$ cat config.mk
export PLATFORM = sky130hd
export DESIGN_NAME = iterative_mdu_flat
export DESIGN_NICKNAME = d
export VERILOG_FILES = /design/src/rtl/iterative_mdu_if.sv /design/src/rtl/iterative_mdu.sv /design/src/flat_wrapper.sv
export SDC_FILE = /design/constraint.sdc
export NUM_CORES = 2
export LEC_CHECK = 0
export BUFFER_PORTS_ARGS = -buffer_cell sky130_fd_sc_hd__buf_2
export CAP_MARGIN = 10
export CORE_ASPECT_RATIO = 1.25
export CORE_MARGIN = 2
export CORE_UTILIZATION = 50
export CTS_CLUSTER_SIZE = 20
export DETAILED_ROUTE_END_ITERATION = 10
export PLACE_DENSITY = 0.7
export SYNTH_ARGS = -nofsm -noshare
export SYNTH_HDL_FRONTEND = slang
export SYNTH_SLANG_ARGS = --single-unit
$ cat constraint.sdc
create_clock -name clock -period 27 [get_ports clock]
set_clock_uncertainty 0.1 [all_clocks]
set_input_delay 0 -clock clock [delete_from_list [all_inputs] [get_ports clock]]
set_output_delay 0 -clock clock [all_outputs]
set_load 0.02 [all_outputs]
$ cat src/rtl/iterative_mdu_if.sv
// rtl/iterative_mdu_if.sv - start/op/operand request and HI/LO read-back bundle for iterative_mdu
interface iterative_mdu_if #(
    parameter int WIDTH = 32
);
    logic             start;
    logic [3:0]       op;
    logic [WIDTH-1:0] operand1;
    logic [WIDTH-1:0] operand2;
    logic             cancel;
    logic             read_sel;
    logic             busy;
    logic [WIDTH-1:0] data_read;
    logic             div_zero;

    modport master (
        output start, op, operand1, operand2, cancel, read_sel,
        input  busy, data_read, div_zero
    );

    modport slave (
        input  start, op, operand1, operand2, cancel, read_sel,
        output busy, data_read, div_zero
    );
endinterface

$ cat src/rtl/iterative_mdu.sv
// rtl/iterative_mdu.sv - multi-cycle multiply/divide unit with HI/LO registers
// Multiplies complete after MUL_CYCLES; divides run WIDTH restoring steps plus a sign-fix cycle.
module iterative_mdu #(
    parameter int WIDTH      = 32,
    parameter int MUL_CYCLES = 5
) (
    input  logic           clock,
    input  logic           reset,
    iterative_mdu_if.slave bus
);
    localparam int CNT_MAX = (WIDTH > MUL_CYCLES) ? WIDTH : MUL_CYCLES;
    localparam int CW      = $clog2(CNT_MAX + 1);

    localparam logic [3:0] OP_MULT  = 4'd0;
    localparam logic [3:0] OP_MULTU = 4'd1;
    localparam logic [3:0] OP_DIV   = 4'd2;
    localparam logic [3:0] OP_DIVU  = 4'd3;
    localparam logic [3:0] OP_MADD  = 4'd4;
    localparam logic [3:0] OP_MADDU = 4'd5;
    localparam logic [3:0] OP_MSUB  = 4'd6;
    localparam logic [3:0] OP_MSUBU = 4'd7;
    localparam logic [3:0] OP_MTHI  = 4'd8;
    localparam logic [3:0] OP_MTLO  = 4'd9;

    typedef enum logic [1:0] {
        IDLE,
        MUL,
        DIV
    } state_t;

    state_t           state_q, state_d;
    logic [WIDTH-1:0] hi_q, hi_d;
    logic [WIDTH-1:0] lo_q, lo_d;
    logic [WIDTH-1:0] a_q, a_d;
    logic [WIDTH-1:0] b_q, b_d;
    logic [WIDTH-1:0] rem_q, rem_d;
    logic [WIDTH-1:0] quo_q, quo_d;
    logic [CW-1:0]    count_q, count_d;
    logic [2:0]       op_q, op_d;
    logic             q_neg_q, q_neg_d;
    logic             r_neg_q, r_neg_d;
    logic             div_zero_q, div_zero_d;

    logic               a_neg, b_neg;
    logic [WIDTH-1:0]   a_mag, b_mag;
    logic [2*WIDTH-1:0] ext_a, ext_b, product, acc;
    logic [WIDTH:0]     shifted, diff;

    assign bus.busy      = (state_q != IDLE);
    assign bus.data_read = bus.read_sel ? hi_q : lo_q;
    assign bus.div_zero  = div_zero_q;

    // Divider works on magnitudes; sign flags are captured at acceptance.
    always_comb begin
        a_neg   = (bus.op == OP_DIV) && bus.operand1[WIDTH-1];
        b_neg   = (bus.op == OP_DIV) && bus.operand2[WIDTH-1];
        a_mag   = a_neg ? -bus.operand1 : bus.operand1;
        b_mag   = b_neg ? -bus.operand2 : bus.operand2;
        ext_a   = op_q[0] ? {{WIDTH{1'b0}}, a_q} : {{WIDTH{a_q[WIDTH-1]}}, a_q};
        ext_b   = op_q[0] ? {{WIDTH{1'b0}}, b_q} : {{WIDTH{b_q[WIDTH-1]}}, b_q};
        product = ext_a * ext_b;
        acc     = {hi_q, lo_q};
        shifted = {rem_q, quo_q[WIDTH-1]};
        diff    = shifted - {1'b0, b_q};
    end

    always_comb begin
        state_d    = state_q;
        hi_d       = hi_q;
        lo_d       = lo_q;
        a_d        = a_q;
        b_d        = b_q;
        rem_d      = rem_q;
        quo_d      = quo_q;
        count_d    = count_q;
        op_d       = op_q;
        q_neg_d    = q_neg_q;
        r_neg_d    = r_neg_q;
        div_zero_d = div_zero_q;

        unique case (state_q)
            IDLE: begin
                if (bus.start && !bus.cancel) begin
                    case (bus.op)
                        OP_MULT, OP_MULTU, OP_MADD, OP_MADDU, OP_MSUB, OP_MSUBU: begin
                            state_d = MUL;
                            count_d = CW'(MUL_CYCLES - 1);
                            op_d    = bus.op[2:0];
                            a_d     = bus.operand1;
                            b_d     = bus.operand2;
                        end
                        OP_DIV, OP_DIVU: begin
                            state_d = DIV;
                            count_d = CW'(WIDTH);
                            a_d     = bus.operand1;
                            b_d     = b_mag;
                            quo_d   = a_mag;
                            rem_d   = '0;
                            q_neg_d = a_neg ^ b_neg;
                            r_neg_d = a_neg;
                        end
                        OP_MTHI: hi_d = bus.operand1;
                        OP_MTLO: lo_d = bus.operand1;
                        default: ;
                    endcase
                end
            end
            MUL: begin
                if (bus.cancel) begin
                    state_d = IDLE;
                end else if (count_q == '0) begin
                    state_d = IDLE;
                    case (op_q[2:1])
                        2'b10:   {hi_d, lo_d} = acc + product;
                        2'b11:   {hi_d, lo_d} = acc - product;
                        default: {hi_d, lo_d} = product;
                    endcase
                end else begin
                    count_d = count_q - CW'(1);
                end
            end
            DIV: begin
                if (bus.cancel) begin
                    state_d = IDLE;
                end else if (count_q != '0) begin
                    count_d = count_q - CW'(1);
                    if (!diff[WIDTH]) begin
                        rem_d = diff[WIDTH-1:0];
                        quo_d = {quo_q[WIDTH-2:0], 1'b1};
                    end else begin
                        rem_d = shifted[WIDTH-1:0];
                        quo_d = {quo_q[WIDTH-2:0], 1'b0};
                    end
                end else begin
                    // Sign-fix cycle; most-negative / -1 wraps back to most-negative naturally.
                    state_d = IDLE;
                    if (b_q == '0) begin
                        lo_d       = '1;
                        hi_d       = a_q;
                        div_zero_d = 1'b1;
                    end else begin
                        lo_d       = q_neg_q ? -quo_q : quo_q;
                        hi_d       = r_neg_q ? -rem_q : rem_q;
                        div_zero_d = 1'b0;
                    end
                end
            end
            default: state_d = IDLE;
        endcase
    end

    always_ff @(posedge clock) begin
        if (reset) begin
            state_q    <= IDLE;
            hi_q       <= '0;
            lo_q       <= '0;
            a_q        <= '0;
            b_q        <= '0;
            rem_q      <= '0;
            quo_q      <= '0;
            count_q    <= '0;
            op_q       <= '0;
            q_neg_q    <= 1'b0;
            r_neg_q    <= 1'b0;
            div_zero_q <= 1'b0;
        end else begin
            state_q    <= state_d;
            hi_q       <= hi_d;
            lo_q       <= lo_d;
            a_q        <= a_d;
            b_q        <= b_d;
            rem_q      <= rem_d;
            quo_q      <= quo_d;
            count_q    <= count_d;
            op_q       <= op_d;
            q_neg_q    <= q_neg_d;
            r_neg_q    <= r_neg_d;
            div_zero_q <= div_zero_d;
        end
    end
endmodule

$ cat src/flat_wrapper.sv
// flat-port wrapper written by rule: the top's interface ports become plain ports
module iterative_mdu_flat 
#(
    parameter int WIDTH      = 32,
    parameter int MUL_CYCLES = 5
)
  (clock, reset, bus_start, bus_op, bus_operand1, bus_operand2, bus_cancel, bus_read_sel, bus_busy, bus_data_read, bus_div_zero);
  iterative_mdu_if #(.WIDTH(WIDTH)) bus_i ();
  input  logic clock;
  input  logic reset;
  input wire logic [$bits(bus_i.start)-1:0] bus_start;
  input wire logic [$bits(bus_i.op)-1:0] bus_op;
  input wire logic [$bits(bus_i.operand1)-1:0] bus_operand1;
  input wire logic [$bits(bus_i.operand2)-1:0] bus_operand2;
  input wire logic [$bits(bus_i.cancel)-1:0] bus_cancel;
  input wire logic [$bits(bus_i.read_sel)-1:0] bus_read_sel;
  output wire logic [$bits(bus_i.busy)-1:0] bus_busy;
  output wire logic [$bits(bus_i.data_read)-1:0] bus_data_read;
  output wire logic [$bits(bus_i.div_zero)-1:0] bus_div_zero;
  assign bus_i.start = bus_start;
  assign bus_i.op = bus_op;
  assign bus_i.operand1 = bus_operand1;
  assign bus_i.operand2 = bus_operand2;
  assign bus_i.cancel = bus_cancel;
  assign bus_i.read_sel = bus_read_sel;
  assign bus_busy = bus_i.busy;
  assign bus_data_read = bus_i.data_read;
  assign bus_div_zero = bus_i.div_zero;
  iterative_mdu #(.WIDTH(WIDTH), .MUL_CYCLES(MUL_CYCLES)) u_core (.clock(clock), .reset(reset), .bus(bus_i));
endmodule
==> metrics.log <==
[metrics] clk buf depth: 3
[metrics] clock-pin transition on the worst setup and hold timing paths: 0.07 ns
[metrics] most area-hungry cell type in the Yosys netlist: fa_1
[metrics] Chip Width: 338 um
[metrics] fmax: 72.8 MHz
[metrics] register bit count reported by yosys: 206
[metrics] top_reg_cell synth: dfxtp_1
[metrics] Reg power frac: 18.3%
[metrics] initial antenna violation count: 9
[metrics] number of nets in the layout: 10,100
[metrics] half-perimeter wire length of the detailed placement result: 201 mm
[metrics] drt first-iter violations: 4,705
[metrics] nature of the critical path startpoint: flip-flop
[metrics] setup repair after global routing missed its margin: no
[metrics] result of the run: complete, no violations
[metrics] starting density of the core: 50.2%
[metrics] post-route fraction of the period consumed by the critical path: 50.9%
[metrics] relative contribution of the clock network to total power: 20.8%
[metrics] post-layout utilization of the core: 53.2%
[metrics] final count of pins violating max slew: 0
[metrics] number of antenna-violating nets in the routed design: 0
[metrics] cell-internal power: 0.904 mW
[metrics] Setup WS pre-CTS: 13.67 ns
[metrics] average footprint of a synthesized cell: 8.47 um^2
[metrics] via count of the first global-routing pass: 63,000
[metrics] area share of the largest cell type after synthesis: 41.3%
[metrics] Boundary Pins: 107
[metrics] Area contributors post-synth: fa_1, inv_1, ha_1
[metrics] fraction of registers with async set/reset: 0%
[metrics] area delta synth->final: 6.09%
[metrics] total number of yosys warnings: 0
[metrics] number of I/O port buffers: 106
[metrics] cts repair resizes: 0
[metrics] CTS Buf Count: 27
[metrics] Max H-tree Level: 1
[metrics] CP Class: flip-flop to flip-flop
[metrics] placed cell count: 9,832
[metrics] accumulated negative setup slack: 0 ns
[metrics] power after layout: 1.94 mW
[metrics] leakage component of the power: 36.2 nW
[metrics] combined global-route utilization of all metal layers: 35.4%
[metrics] number of cell rows: 153
[metrics] RD Place Congestion: 1.06
[metrics] commonest cells in the synthesized netlist: inv_1, fa_1, nand2_1, and2_1, ha_1
[metrics] data arrival time of the critical path: 14.10 ns
[metrics] Routed WL per cell: 24.7 um
[metrics] path category of the worst min-delay check: input pin to flip-flop
[metrics] number of sinks driven by the clock tree: 206
[metrics] Cell Area, Placed: 71,500 um^2
[metrics] pin slew with the least headroom to its limit: 1.33 ns
[metrics] IR drop worst, VDD: 0.0000534 V
[metrics] detailed-route DRC error count: 0
[metrics] number of synthesized flops with an enable pin: 0
[metrics] cell with the biggest individual delay on the critical path: dfxtp_1
[metrics] worst setup slack after layout: 13.27 ns
[metrics] Fill cells: 13,000
[metrics] post-route non-filler standard cell count: 10,000
[metrics] via/cell ratio: 5.82
[metrics] vias: 58,300
[metrics] layout cell share with drive strength beyond 1: 4.27%
[metrics] unique cell type count in the Yosys netlist: 90
[metrics] CORE AREA: 139,000 um^2
[metrics] Seq/Total Area, Yosys: 5.93%
[metrics] Skew-Pair Late Insertion Delay: 0.63 ns
[metrics] R2R cell count: 40
[metrics] max incr delay on CP: 0.78 ns
[metrics] hold path depth: 4
[metrics] most frequently used cell type in the post-synthesis netlist: inv_1
[metrics] clock tree from TritonCTS: done
[metrics] floorplan die area: 142,000 um^2
[metrics] Chip Height: 421 um
[metrics] final WL: 248 mm
[metrics] post-synthesis cell area: 69,500 um^2
[metrics] max-capacitance violation count: 0
[metrics] Initial DRT Pass Iterations: 6
[metrics] Cells after Synth: 8,216
[metrics] total of endpoints with negative setup slack in the final report: 0
[metrics] total grt overflow: 0
[metrics] Crit Path Max Fanout: 24
[metrics] P_sw: 1.03 mW
[metrics] family with the most delay on the worst path: adder cells
[metrics] first-pass GRT wire length: 379 mm
[metrics] worst slew margin relative to its limit: 10.6%
[metrics] root cell of the clock tree: clkbuf_16
[metrics] total buffers and inverters traversed by the critical path: 6
[metrics] CP Depth: 40
[metrics] Post-Syn Nets: 10,200
[metrics] worst endpoint required time: 27.37 ns
[metrics] Worst setup EP type: flip-flop
[metrics] switching share of power: 53.3%
[metrics] power density over the cells: 26.2 nW/um^2
[metrics] maximum number of pins on one net before global-route repair: 73
[metrics] summed area of non-filler cells in the final layout: 73,800 um^2
[metrics] part of the total power dissipated in combinational logic: 60.9%
[metrics] hold violation count in the final report: 0
[metrics] post-route minimum period: 13.73 ns
[metrics] cell occurring most often along the worst timing path: fa_1
[metrics] tightest hold margin: 0.0861 ns
-- path summary, 6_finish.rpt --
| path | to | startpoint | slack, ns |
|---|---|---|---|
| hold / removal | u_core.b_q[0] | bus_operand2[0] | 0.09 |
| setup / recovery | u_core.hi_q[31] | u_core.b_q[8] | 13.27 |
| hold reg to reg | u_core.a_q[14] | u_core.a_q[14] | 0.37 |
| setup reg to reg | u_core.hi_q[31] | u_core.b_q[8] | 13.27 |
-- layout make-up --
class / instances / area, um^2 / area share (%)
Antenna cell: 1 / 2.50 / 0.00339
Clock buffer: 29 / 703 / 0.953
Clock inverter: 21 / 228 / 0.309
Inverter: 1753 / 6580 / 8.92
Multi-Input combinational cell: 5798 / 57200 / 77.5
Sequential cell: 206 / 4130 / 5.59
Tap cell: 1860 / 2330 / 3.15
Timing Repair Buffer: 345 / 2660 / 3.60
-- repair_timing --
item,in CTS,in global routing
endpoints found under the hold margin,141,0
setup buffers,0,0
hold buffers,130,0
-- kinds of logic after synthesis --
kind of cell	count (synthesis)	share of synthesized area, %
AO/OA/AOI/OAI	1310	12.0
XOR/XNOR	321	4.05
adder cells (fa/ha/maj)	1907	49.8
buffers and inverters	2212	12.0
flip-flops	206	5.93
multiplexers	75	1.13
AND/OR/NAND/NOR	2185	15.1
-- worst register-to-register path, delay by kind of cell (launching register included) --
kind | cells | cell delay (ns)
adder cells (fa/ha/maj) | 12 | 5.72
AO/OA/AOI/OAI | 11 | 2.96
AND/OR/NAND/NOR | 8 | 2.55
flip-flops | 1 | 0.78
buffers and inverters | 6 | 0.76
XOR/XNOR | 2 | 0.45
multiplexers | 1 | 0.26
-- per-layer routing --
layer  vias up  GRT usage, %  wire length [um]
met1     29500          42.4             90400
met4        12          22.4             19900
met3       860          4.59             17700
met2      2688          60.0            120000
met5         -             0                80
li1      25200             -                 -
-- power by group through the flow --
| stage | clock, mW | combinational [mW] | sequential, mW |
|---|---|---|---|
| floorplan | 0 | 0.727 | 0.339 |
| detailed placement | 0 | 1.12 | 0.359 |
| global route | 0.415 | 1.25 | 0.354 |
| CTS | 0.406 | 1.15 | 0.352 |
| global placement | 0 | 1.13 | 0.358 |
| finish | 0.403 | 1.18 | 0.354 |
-- cells in the final DEF, fill, tap and decap left out, drive strengths merged, types with 98 or more instances in the layout --
cell         netlist  final
and2             578    578
nor2             372    372
xor2              98     98
dfxtp            206    206
ha               470    470
fa              1436   1436
dlygate4sd3        0    130
buf               35    215
a21oi            446    446
o21ai            283    283
xnor2            223    223
inv             1751   1759
nand2            862    862
-- sequential cells by signal, indices dropped and copies added (netlist names) --
name and count:
u_core.b_q 32, u_core.state_q 2, u_core.a_q 32, u_core.quo_q 32, u_core.rem_q 32, u_core.q_neg_q 1, u_core.r_neg_q 1, u_core.op_q 3
u_core.count_q 6, u_core.lo_q 32, u_core.bus.div_zero 1, u_core.hi_q 32
Power figures use the tool's default switching activity.
